**src/rtl/game_ctrl.sv**
```systemverilog
// game_ctrl: button conditioning plus the IDLE/PLAY/DEAD/OVER round controller.
// The button is synchronised, debounced and reduced to a press event. The event
// is latched until the next game tick, and the FSM consumes it on that tick.
module game_ctrl #(
    parameter int DEBOUNCE_CYCLES = 500000,
    parameter int OVER_HOLD_TICKS = 60,
    parameter int SCORE_W         = 10
) (
    input  logic               clk,
    input  logic               reset_n,
    input  logic               game_tick,
    input  logic               btn_raw,
    input  logic               hit_column,
    input  logic [SCORE_W-1:0] score,
    output logic               flap,
    output logic               round_rst,
    output logic               finished,
    output logic [1:0]         state,
    output logic [SCORE_W-1:0] high_score
);

    typedef enum logic [1:0] {
        IDLE = 2'd0,
        PLAY = 2'd1,
        DEAD = 2'd2,
        OVER = 2'd3
    } state_t;

    // Counter widths are sized so that the terminal count always fits.
    localparam int DEB_W  = (DEBOUNCE_CYCLES > 1) ? $clog2(DEBOUNCE_CYCLES) : 1;
    localparam int HOLD_W = (OVER_HOLD_TICKS > 1) ? $clog2(OVER_HOLD_TICKS) : 1;
    localparam logic [DEB_W-1:0]  DEB_MAX  = DEB_W'(DEBOUNCE_CYCLES - 1);
    localparam logic [HOLD_W-1:0] HOLD_MAX = HOLD_W'(OVER_HOLD_TICKS - 1);

    logic [1:0]         sync_reg;
    logic               btn_sync;
    logic [DEB_W-1:0]   deb_cnt_reg;
    logic               btn_stable_reg;
    logic               btn_prev_reg;
    logic               press_event;
    logic               pending_reg;
    logic               press_now;
    state_t             state_reg, state_next;
    logic [HOLD_W-1:0]  hold_reg, hold_next;
    logic [SCORE_W-1:0] hs_reg, hs_next;
    logic               finished_reg;

    assign btn_sync = sync_reg[1];

    // Two-flop synchroniser on the raw pushbutton.
    always_ff @(posedge clk or negedge reset_n) begin
        if (!reset_n) begin
            sync_reg <= 2'b00;
        end else begin
            sync_reg <= {sync_reg[0], btn_raw};
        end
    end

    // Debounce: the synced level must differ from the accepted level for
    // DEBOUNCE_CYCLES consecutive clocks before it is accepted. Any return to
    // the accepted level restarts the count.
    always_ff @(posedge clk or negedge reset_n) begin
        if (!reset_n) begin
            deb_cnt_reg    <= '0;
            btn_stable_reg <= 1'b0;
            btn_prev_reg   <= 1'b0;
        end else begin
            btn_prev_reg <= btn_stable_reg;
            if (btn_sync != btn_stable_reg) begin
                if (deb_cnt_reg == DEB_MAX) begin
                    btn_stable_reg <= ~btn_stable_reg;
                    deb_cnt_reg    <= '0;
                end else begin
                    deb_cnt_reg <= deb_cnt_reg + DEB_W'(1);
                end
            end else begin
                deb_cnt_reg <= '0;
            end
        end
    end

    // The press event is the single cycle following the stable level's 0->1 edge.
    assign press_event = btn_stable_reg & ~btn_prev_reg;
    // A press arriving in the same cycle as a tick counts for that tick.
    assign press_now   = pending_reg | press_event;

    // Every game tick consumes the pending press, whatever state uses it.
    // Several presses between ticks merge into one.
    always_ff @(posedge clk or negedge reset_n) begin
        if (!reset_n) begin
            pending_reg <= 1'b0;
        end else if (game_tick) begin
            pending_reg <= 1'b0;
        end else if (press_event) begin
            pending_reg <= 1'b1;
        end
    end

    // Next-state, hold counter, high-score update and the combinational tick pulses.
    always_comb begin
        state_next = state_reg;
        hold_next  = '0;
        hs_next    = hs_reg;
        flap       = 1'b0;
        round_rst  = 1'b0;
        case (state_reg)
            IDLE: begin
                if (game_tick && press_now) begin
                    state_next = PLAY;
                    flap       = 1'b1;
                    round_rst  = 1'b1;
                end
            end
            PLAY: begin
                if (game_tick) begin
                    if (hit_column) begin
                        state_next = DEAD;
                        if (score > hs_reg) begin
                            hs_next = score;
                        end
                    end else if (press_now) begin
                        flap = 1'b1;
                    end
                end
            end
            DEAD: begin
                hold_next = hold_reg;
                if (game_tick) begin
                    if (hold_reg == HOLD_MAX) begin
                        state_next = OVER;
                        hold_next  = '0;
                    end else begin
                        hold_next = hold_reg + HOLD_W'(1);
                    end
                end
            end
            OVER: begin
                if (game_tick && press_now) begin
                    state_next = IDLE;
                    round_rst  = 1'b1;
                end
            end
            default: begin
                state_next = IDLE;
            end
        endcase
    end

    // State, hold counter, best score and the registered freeze flag.
    always_ff @(posedge clk or negedge reset_n) begin
        if (!reset_n) begin
            state_reg    <= IDLE;
            hold_reg     <= '0;
            hs_reg       <= '0;
            finished_reg <= 1'b0;
        end else begin
            state_reg    <= state_next;
            hold_reg     <= hold_next;
            hs_reg       <= hs_next;
            finished_reg <= (state_next == DEAD) || (state_next == OVER);
        end
    end

    assign state      = state_reg;
    assign finished   = finished_reg;
    assign high_score = hs_reg;

endmodule

```
**config.mk**
```make
export PLATFORM = sky130hd
export DESIGN_NAME = game_ctrl
export DESIGN_NICKNAME = d
export VERILOG_FILES = /design/src/rtl/game_ctrl.sv
export SDC_FILE = /design/constraint.sdc
export NUM_CORES = 1
export LEC_CHECK = 0
export BUFFER_PORTS_ARGS = -buffer_cell sky130_fd_sc_hd__buf_4
export CAP_MARGIN = 0
export CORE_MARGIN = 5
export CORE_UTILIZATION = 58
export CTS_CLUSTER_SIZE = 14
export DETAILED_ROUTE_END_ITERATION = 8
export PLACE_DENSITY = 0.85
export SETUP_SLACK_MARGIN = 0.5
export SYNTH_ARGS = -nofsm -noshare
export SYNTH_HDL_FRONTEND = slang
export SYNTH_SLANG_ARGS = --single-unit
export TNS_END_PERCENT = 30
```
**constraint.sdc**
```tcl
create_clock -name clk -period 2.7 [get_ports clk]
set_clock_uncertainty 0.05 [all_clocks]
set_input_delay 0.405 -clock clk [delete_from_list [all_inputs] [get_ports clk]]
set_output_delay 0.405 -clock clk [all_outputs]
set_load 0.1 [all_outputs]
```
; ---- Word level (Yosys, flattened, before mapping)
; Cells that the tools add are included.
[word_totals]
regBits = 43
output_inout_bits = 15
elab_cells = 52
[op_classes]
addsub = 2
order_cmp = 1
eq_ne = 9
mux = 20
bitwise = 4
n_reduce_logical = 7
[op_table]
columns = operator, n
row1 = 19-bit two-way mux, 2
row2 = 19-bit by 1-bit adder with 19-bit output (second input constant), 1
row3 = 19-bit equality test (second input constant), 1
row4 = 6-bit two-way mux, 3
row5 = 2-bit two-way mux, 6
row6 = 10-bit > comparator, 1
row7 = 2-bit equality test (second input constant), 4
row8 = 2-bit case mux with 4 select lines, 1
row9 = 1-bit two-way mux, 7
row10 = 6-bit by 1-bit adder with 6-bit output (second input constant), 1
row11 = 6-bit equality test (second input constant), 1
row12 = 4-bit AND reduction, 1
row13 = 2-bit by 1-bit equality test with 1-bit output (second input constant), 1
row14 = 2-bit zero test, 1
row15 = 2-bit != test (second input constant), 1
row16 = 1-bit inverter, 2
row17 = 1-bit case mux with 2 select lines, 1
row18 = 2-bit AND reduction, 1
row19 = 2-bit nonzero test, 1
row20 = 2-bit OR reduction, 1
row21 = 1-bit AND, 1
row22 = 1-bit logical AND, 1
row23 = 1-bit logical OR, 1
row24 = 1-bit != test, 1
row25 = 1-bit OR, 1

; ---- Logic depth before layout (Yosys ltp)
; Gate-level depths: netlist of run 1.
[depth]
depth_word = 8
mapped_depth = 7
mapped_depth_nobuf = 6

; ---- Worst setup path before layout of run 1
; OpenSTA, ideal clock, no wires.
[synth_path]
path_kind = reg-to-output
startpoint = reg state_reg[0] (netlist: state[0])
endpoint = out flap
t_arrival_ns = 2.862
required_time_ns = 2.245
path_slack_ns = -0.617
stages_incl_launch_ff = 4
path_buffers = 0
cell_sequence = dfrtp_1 ha_1 nand2b_1 a21oi_1
[synth_via]
elab_chain_cells = 2
word_cells_on_any_way = 3
[synth_rtl]
columns = element, line
row1 = "start, declared", 43  ; state_t state_reg, state_next;
row2 = "start signal, assigned", 157  ; state_reg <= state_next;
row3 = 2-bit by 1-bit equality test with 1-bit output or 2-bit zero test (tied branches), 106  ; case (state_reg)
row4 = 1-bit case mux with 2 select lines *, 106
row5 = "end, declared", 15  ; output logic flap,
; Mark *: on every way between the ends. The rest lies on a longest branch, timed or not.

; ---- Worst setup path after layout of run 1
[layout_path]
startpoint = reg hs_reg[5] (netlist: high_score[5])
endpoint = reg hs_reg[0] (netlist: high_score[0])
[layout_via]
elab_chain_cells = 2
[layout_rtl]
columns = element, line
row1 = "start, declared", 45  ; logic [SCORE_W-1:0] hs_reg, hs_next;
row2 = "start signal, assigned", 159  ; hs_reg <= hs_next;
row3 = 10-bit > comparator, 118  ; if (score > hs_reg) begin
row4 = 4-bit AND reduction (no line), n/a
; No other way between the ends.
; A chain may end at the register's enable or synchronous reset.

==> reports/summary.md, run 1 <==
## Clock network
- 0.08 ns — clock-pin slew on the worst setup and hold paths
- 0.29 ns — Clk Latency, worst-skew pair
- done — CTS tree
- 42 — sink count of the clock tree
- 2 — number of H-tree levels
- 3 — quantity of gates resized following cts
- 0 — CTS Hold Bufs
- 0 — setup repair bufs after CTS
- 2 — clk buf depth
- 5 — total CTS buffers
- clkbuf_8 — clock root buffer master

## Die
- 30 — I/O pins
- 75.0 microns — Die Height
- 0.00406 sq mm — standard cell core area
- 75.0 microns — DIE WIDTH
- 0.00563 sq mm — Die Area
- 23 — number of rows created at floorplan
- 60.5% — initial cell density of the core

## Route
- 14.4 microns — wire length per cell after detailed routing
- 2051 — vias after detailed routing
- 4 — total iterations of the first detailed-routing run
- 5.05 mm — final wirelength
- 5.84 — DR vias/cell
- 0 — DRC Markers
- 0 — ANT nets after route
- 71 — drt first-iter violations

## Pwr
- 542 mW/mm^2 — total power per unit cell area
- 0.286 mV — peak supply drop
- 1.31 nW — leakage power figure

## Layout
- 0.00290 sq mm — final std cell area, no fill
- 71.4% — share of the core filled with cells
- nand2_1 — most frequent standard cell in the layout excluding fill and tap cells
- 0 — antenna cells
- 351 — fin cells
- 18.1% — relative area change from synthesis to final layout
- 21.3% — layout cell share with drive strength beyond 1
- 331 — final-stage net count
- 19 — number of flip-flops under the largest register name
- 309 — Fill cells
- nand2_1 (35), buf_4 (34), nor2_1 (30), dfrtp_1 (30), inv_1 (17) — most frequent cells in the layout

## Yosys
- 272 — gate count after technology mapping
- 9.02 sq um — synthesized area per cell
- 5.35% — post-synthesis xor/xnor area fraction
- 42.8% — sequential element share of the synthesized area
- 42 — register bit count reported by yosys
- 0.00245 sq mm — post-synthesis cell area
- 0.867% — multiplexer fraction of the synthesized cell area
- 21.9% — simple-gate portion of the synthesized area
- 15.9% — Compound-Gate Fraction of Synth Area
- dfrtp_1 — commonest register cell after synthesis
- simple AND/OR/NAND/NOR gates — main combinational cell family by area after synthesis
- 100% — Async SR Flop Fraction
- 303 — post-synth net total
- 0 — count of flip-flops with a built-in enable after synthesis
- 0 — count of synthesis-stage warnings from yosys
- 42 — distinct cell type count after synthesis
- 8.16% — adder and majority cell fraction of the synthesized area

## Global routing
- 20.5% — total track usage
- 8.84 mm — wire length of the first global-routing pass
- 1994 — via count of the first global-routing pass
- 0 — remaining global-route overflow
- 43 — pin count of the biggest net entering global routing
- 0 — initial antenna violation count

## STA
- 0 — number of pins with negative max-slew slack in the final report
- 77.8% — period utilization
- 2.10 ns — min Tclk post-route
- yes — RSZ-0062 raised after global routing
- 0 — total count of hold-check failures in the final report
- 65.9% — worst slew margin relative to its limit
- 0 — number of failing setup endpoints in the final timing report
- 476 MHz — Max Freq
- 0.511 ns — actual slew at the worst max-slew pin
- 0 ns — final setup TNS

## Setup path
- high_score[5]$_DFFE_PN0P_ — start of the worst register-to-register path
- dfrtp_4 — cell at the slowest stage of the critical path
- reg2reg — crit path kind
- inv_1, ha_1, nand4_1, a211o_4, o2111a_2, o311ai_1 — crit path cell chain
- 11 — highest net fanout along the worst path
- 2.23 ns — Critical Path AT
- 0.60 ns — register-to-register setup slack
- 1 — Buf/Inv on CP
- flop — kind of end point of the critical path
- flop — launching element type of the critical path
- 0.42 ns — CP max stage delay
- high_score[5]$_DFFE_PN0P_ — crit path from
- compound AO/OA/AOI/OAI gates — cell type group with the largest total delay on the critical path
- 2.83 ns — CP required

## Run
- 0 — count of max-cap constraint violations

## Placement
- 343 — total instance count after detailed placement
- 0.00278 sq mm — Placement Cell Area
- 0.878 — weighted congestion reported at the end of routability-driven placement
- 3.71 mm — detailed placement HPWL
- 29 — Port Buffers

## Worst hold path
- in2async — path category of the worst min-delay check

## Outcome
- complete, no violations — outcome

[metal layers]
metal,share of wire (%),wire (microns),GRT usage (%),up-vias
li1,-,-,-,1023
met1,47,2360,28.7,972
met2,47,2390,31.1,52
met3,5.0,252,5.34,4
met4,0.79,40,6.52,0
met5,0,0,0,-
[kinds of logic after synthesis]
logic type,Yosys count
xor+xnor,15
simple gates,112
flops,42
buf+inv,31
fa+ha+maj,16
compound gates,54
mux,2
[power by group]
| group | switching (mW) | total, mW | leakage, nW | internal, mW |
|---|---|---|---|---|
| logic | 0.285 | 0.405 | 0.730 | 0.120 |
| registers | 0.0268 | 0.678 | 0.525 | 0.651 |
| clock network | 0.215 | 0.487 | 0.0579 | 0.272 |
[worst paths after layout]
check	endpoint	cells past startpoint
max	high_score[0]$_DFFE_PN0P_	6
min reg2reg	sync_reg[1]$_DFF_PN0_	0
min in group clk	sync_reg[0]$_DFF_PN0_	1
min	hold_reg[5]$_DFFE_PN0P_	1
max in group asynchronous	high_score[4]$_DFFE_PN0P_	1
max reg2reg	high_score[0]$_DFFE_PN0P_	6
[area by class of cell]
cell class,count,area [sq um],share of cell area [%]
clock buffer,5,68.8,2.37
sequential,42,1090,37.5
tap,50,62.6,2.16
inverter,17,63.8,2.20
clock inverter,3,40.0,1.38
multi-input combinational,199,1310,45.2
timing repair buffer,35,267,9.20
[Yosys cell counts, drive strengths merged, types with 6 or more instances]
library cell	n	area (sq um)
o21ai	8	40.0
nor2	31	116
clkbuf	12	45.0
nand2	35	131
ha	16	200
nand3	6	35.0
a21oi	10	50.1
o211ai	11	82.6
xnor2	11	96.3
o2111ai	11	96.3
dfrtp	42	1050
inv	17	63.8
nand4	8	50.1
nor3	6	30.0
[metrics by stage]
| step | setup slack [ns] | power [mW] | hold slack (ns) |
|---|---|---|---|
| floorplan | 0.500 | 0.996 | 0.0594 |
| global placement | 0.499 | 1.09 | 0.300 |
| detailed placement | 0.335 | 1.10 | 0.299 |
| CTS | 0.546 | 1.58 | 0.0462 |
| global route | 0.499 | 1.66 | 0.0567 |
| finish | 0.599 | 1.57 | 0.0245 |
Note: power is estimated with default switching activity, not from simulation.
==> inputs of run 2 (changes only) <==
--- a/config.mk
+++ b/config.mk
@@ -5,6 +5,7 @@
 export SDC_FILE = /design/constraint.sdc
 export NUM_CORES = 1
 export LEC_CHECK = 0
+export ABC_AREA = 1
 export BUFFER_PORTS_ARGS = -buffer_cell sky130_fd_sc_hd__buf_4
 export CAP_MARGIN = 0
 export CORE_MARGIN = 5
==> constraint.sdc (replaced) <==
create_clock -name clk -period 2.17 [get_ports clk]
set_clock_uncertainty 0.05 [all_clocks]
set_input_delay 0.3255 -clock clk [delete_from_list [all_inputs] [get_ports clk]]
set_output_delay 0.3255 -clock clk [all_outputs]
set_load 0.1 [all_outputs]
==> run 2 against run 1 <==
Against the previous run:
- non-clock buffer count grew 7
- sequential share of layout area fell by 4.3 points
- worst setup slack lost 0.31 ns
- hold slack gained 0.071 ns
- register-to-register slack lost 0.24 ns
- area after synthesis grew 0.10%
- via count grew 12%
- sequential cell count unchanged
- combinational power rose to 4.6 times the previous value
- critical path depth shrank 2
- critical path type is now reg2out
- critical endpoint is now round_rst
- largest cell class unchanged
==> reports/summary.md, run 2 <==
## Outcome
- complete, no violations — outcome

## Layout
- 423 — fin cells
- 19 — number of flip-flops under the largest register name
- 403 — final-stage net count
- nand2_1 (68), nor2_1 (50), buf_4 (39), inv_1 (31), dfrtp_1 (30) — most frequent cells in the layout
- 0 — antenna cells
- nand2_1 — most frequent standard cell in the layout excluding fill and tap cells
- 0.00330 sq mm — final std cell area, no fill
- 242 — Fill cells
- 34.2% — relative area change from synthesis to final layout
- 35.9% — layout cell share with drive strength beyond 1

## STA
- 65.2% — worst slew margin relative to its limit
- 0 — number of pins with negative max-slew slack in the final report
- yes — RSZ-0062 raised after global routing
- 532 MHz — Max Freq
- 0.522 ns — actual slew at the worst max-slew pin
- 0 — number of failing setup endpoints in the final timing report
- 0.0951 ns — worst slack on hold paths
- 1.88 ns — min Tclk post-route
- 0 — total count of hold-check failures in the final report
- 86.6% — period utilization
- 0 ns — final setup TNS

## Yosys
- 323 — gate count after technology mapping
- 0 — count of flip-flops with a built-in enable after synthesis
- 42 — register bit count reported by yosys
- 42.8% — sequential element share of the synthesized area
- nand2_1 (83), nor2_1 (54), inv_1 (45) — Synth top cells by count
- 42.8% — fraction of synthesized cell area taken by the top area cell type
- dfrtp_1 (43%), nand2_1 (13%), nor2_1 (8.3%), ha_1 (8.2%), inv_1 (6.9%) — dominant cells by area after synthesis
- 22 — distinct cell type count after synthesis
- 0 — count of synthesis-stage warnings from yosys
- nand2_1 — count leader, synth
- dfrtp_1 — cell type with the largest total area after synthesis
- 7.60 sq um — synthesized area per cell
- dfrtp_1 — commonest register cell after synthesis
- 0.00246 sq mm — post-synthesis cell area
- 354 — post-synth net total
- 100% — Async SR Flop Fraction

## Clock network
- 0.30 ns — Clk Latency, worst-skew pair
- 5 — total CTS buffers
- done — CTS tree
- 42 — sink count of the clock tree
- 0.08 ns — clock-pin slew on the worst setup and hold paths
- 2 — number of H-tree levels
- clkbuf_8 — clock root buffer master
- 2 — clk buf depth

## Global routing
- 43 — pin count of the biggest net entering global routing
- 8.80 mm — wire length of the first global-routing pass
- 0 — initial antenna violation count
- 2130 — via count of the first global-routing pass
- 0 — remaining global-route overflow
- 20.5% — total track usage

## Route
- 15.3 microns — wire length per cell after detailed routing
- 175 — drt first-iter violations
- 2291 — vias after detailed routing
- 5.42 — DR vias/cell
- 4 — total iterations of the first detailed-routing run
- 0 — DRC Markers
- 0 — ANT nets after route
- 6.49 mm — final wirelength

## Setup path
- 4 — highest net fanout along the worst path
- flip-flops — cell type group with the largest total delay on the critical path
- dfrtp_4 — cell at the slowest stage of the critical path
- primary output — kind of end point of the critical path
- reg2out — crit path kind
- 1.50 ns — Critical Path AT
- inv_4, ha_2, nor2_4, buf_12 — crit path cell chain
- 1.79 ns — CP required
- flop — launching element type of the critical path
- 2 — Buf/Inv on CP
- 0.53 ns — CP max stage delay

## Pwr
- 3.50 mW — Design Power
- 0.669 mV — peak supply drop
- 1060 mW/mm^2 — total power per unit cell area
- 1.50 nW — leakage power figure

## Placement
- 29 — Port Buffers
- 3.80 mm — detailed placement HPWL
- 399 — total instance count after detailed placement
- 0.867 — weighted congestion reported at the end of routability-driven placement
- 0.00283 sq mm — Placement Cell Area

## Die
- 75.1 microns — Die Height
- 0.00406 sq mm — standard cell core area
- 75.1 microns — DIE WIDTH
- 60.5% — initial cell density of the core
- 0.00564 sq mm — Die Area
- 30 — I/O pins
- 23 — number of rows created at floorplan

## Worst hold path
- in2reg — path category of the worst min-delay check

## Run
- 0 — count of max-cap constraint violations

run 2: changes by cell type in the layout (fill, tap and decap cells not counted), moves of 8 or more:
cell / previous run / this run
ha_1: 16 / 7
inv_1: 17 / 31
inv_2: 0 / 12
nand2_1: 35 / 68
nand2_2: 0 / 15
nand3_1: 5 / 15
nand3_2: 1 / 9
nor2_1: 30 / 50
o2111ai_1: 11 / 0
o211ai_1: 11 / 0
xnor2_1: 11 / 1
xor2_1: 4 / 13
run 2: final cells by class:
cell class                      instances  area [sq um]  share of cell area (%)
Multi-Input combinational cell        231          1480                    45.0
Inverter                               49           201                    6.11
Timing Repair Buffer                   42           343                    10.4
Tap cell                               50          62.6                    1.90
Sequential cell                        42          1090                    33.2
Timing Repair inverter                  1          6.26                   0.190
Clock inverter                          1          30.0                   0.911
Clock buffer                            7          76.3                    2.32
run 2: power breakdown:
part	internal (mW)	switching (mW)
Sequential	0.930	0.107
Combinational	0.535	1.32
Clock	0.344	0.261
run 2: cells by family after synthesis:
logic type	after synthesis	share of synthesized area (%)
DFF	42	42.8
buffers and inverters	52	8.30
xor gates and xnor gates	14	4.99
and+or+nand+nor	186	33.0
AOI/OAI and AO/OA	13	2.75
adders and majority gates	16	8.15
run 2: per-stage QoR:
| step | util [%] | worst slack [ns] |
|---|---|---|
| after global placement | 69.8 | 0.391 |
| after detailed placement | 69.8 | 0.331 |
| final | 81.2 | 0.291 |
| after global routing | 81.2 | 0.228 |
| after CTS | 74.4 | 0.321 |
| after floorplan | - | 0.281 |
run 2: worst register-to-register path: stages, from the launching register on:
cell and delay, ns:
dfrtp_4 0.49, buf_4 0.17, ha_2 0.23, nand2_2 0.11, inv_2 0.06, nor2_2 0.14, nand3_1 0.14, xor2_1 0.19
nor2_1 0.08
run 2: final timing paths:
path	startpoint	end	slack [ns]	cells after the start
worst max-delay path	state[0]$_DFF_PN0_	round_rst	0.29	4
worst max register to register	finished$_DFF_PN0_	hold_reg[5]$_DFFE_PN0P_	0.36	8
worst min register to register	sync_reg[0]$_DFF_PN0_	sync_reg[1]$_DFF_PN0_	0.31	0
max in group asynchronous	reset_n	high_score[4]$_DFFE_PN0P_	1.17	2
worst min-delay path	btn_raw	sync_reg[0]$_DFF_PN0_	0.1	1
min in group asynchronous	reset_n	deb_cnt_reg[0]$_DFF_PN0_	0.50	2
run 2: metal layers:
metal | up-vias | wire [microns] | global-route usage [%]
li1 | 1092 | - | -
met1 | 1081 | 2540 | 24.3
met2 | 90 | 3340 | 35.1
met3 | 28 | 325 | 4.27
met4 | 0 | 282 | 10.1
met5 | - | 0 | 0
run 2: repair_timing:
item                                    in CTS  in global routing
hold endpoints to repair                    42                  0
gates resized for setup                     11                 43
gates cloned                                 1                  2
hold buffers                                 1                  0
setup buffers                                3                  9
endpoints found under the setup margin      12                 26
pin swaps                                    2                 15
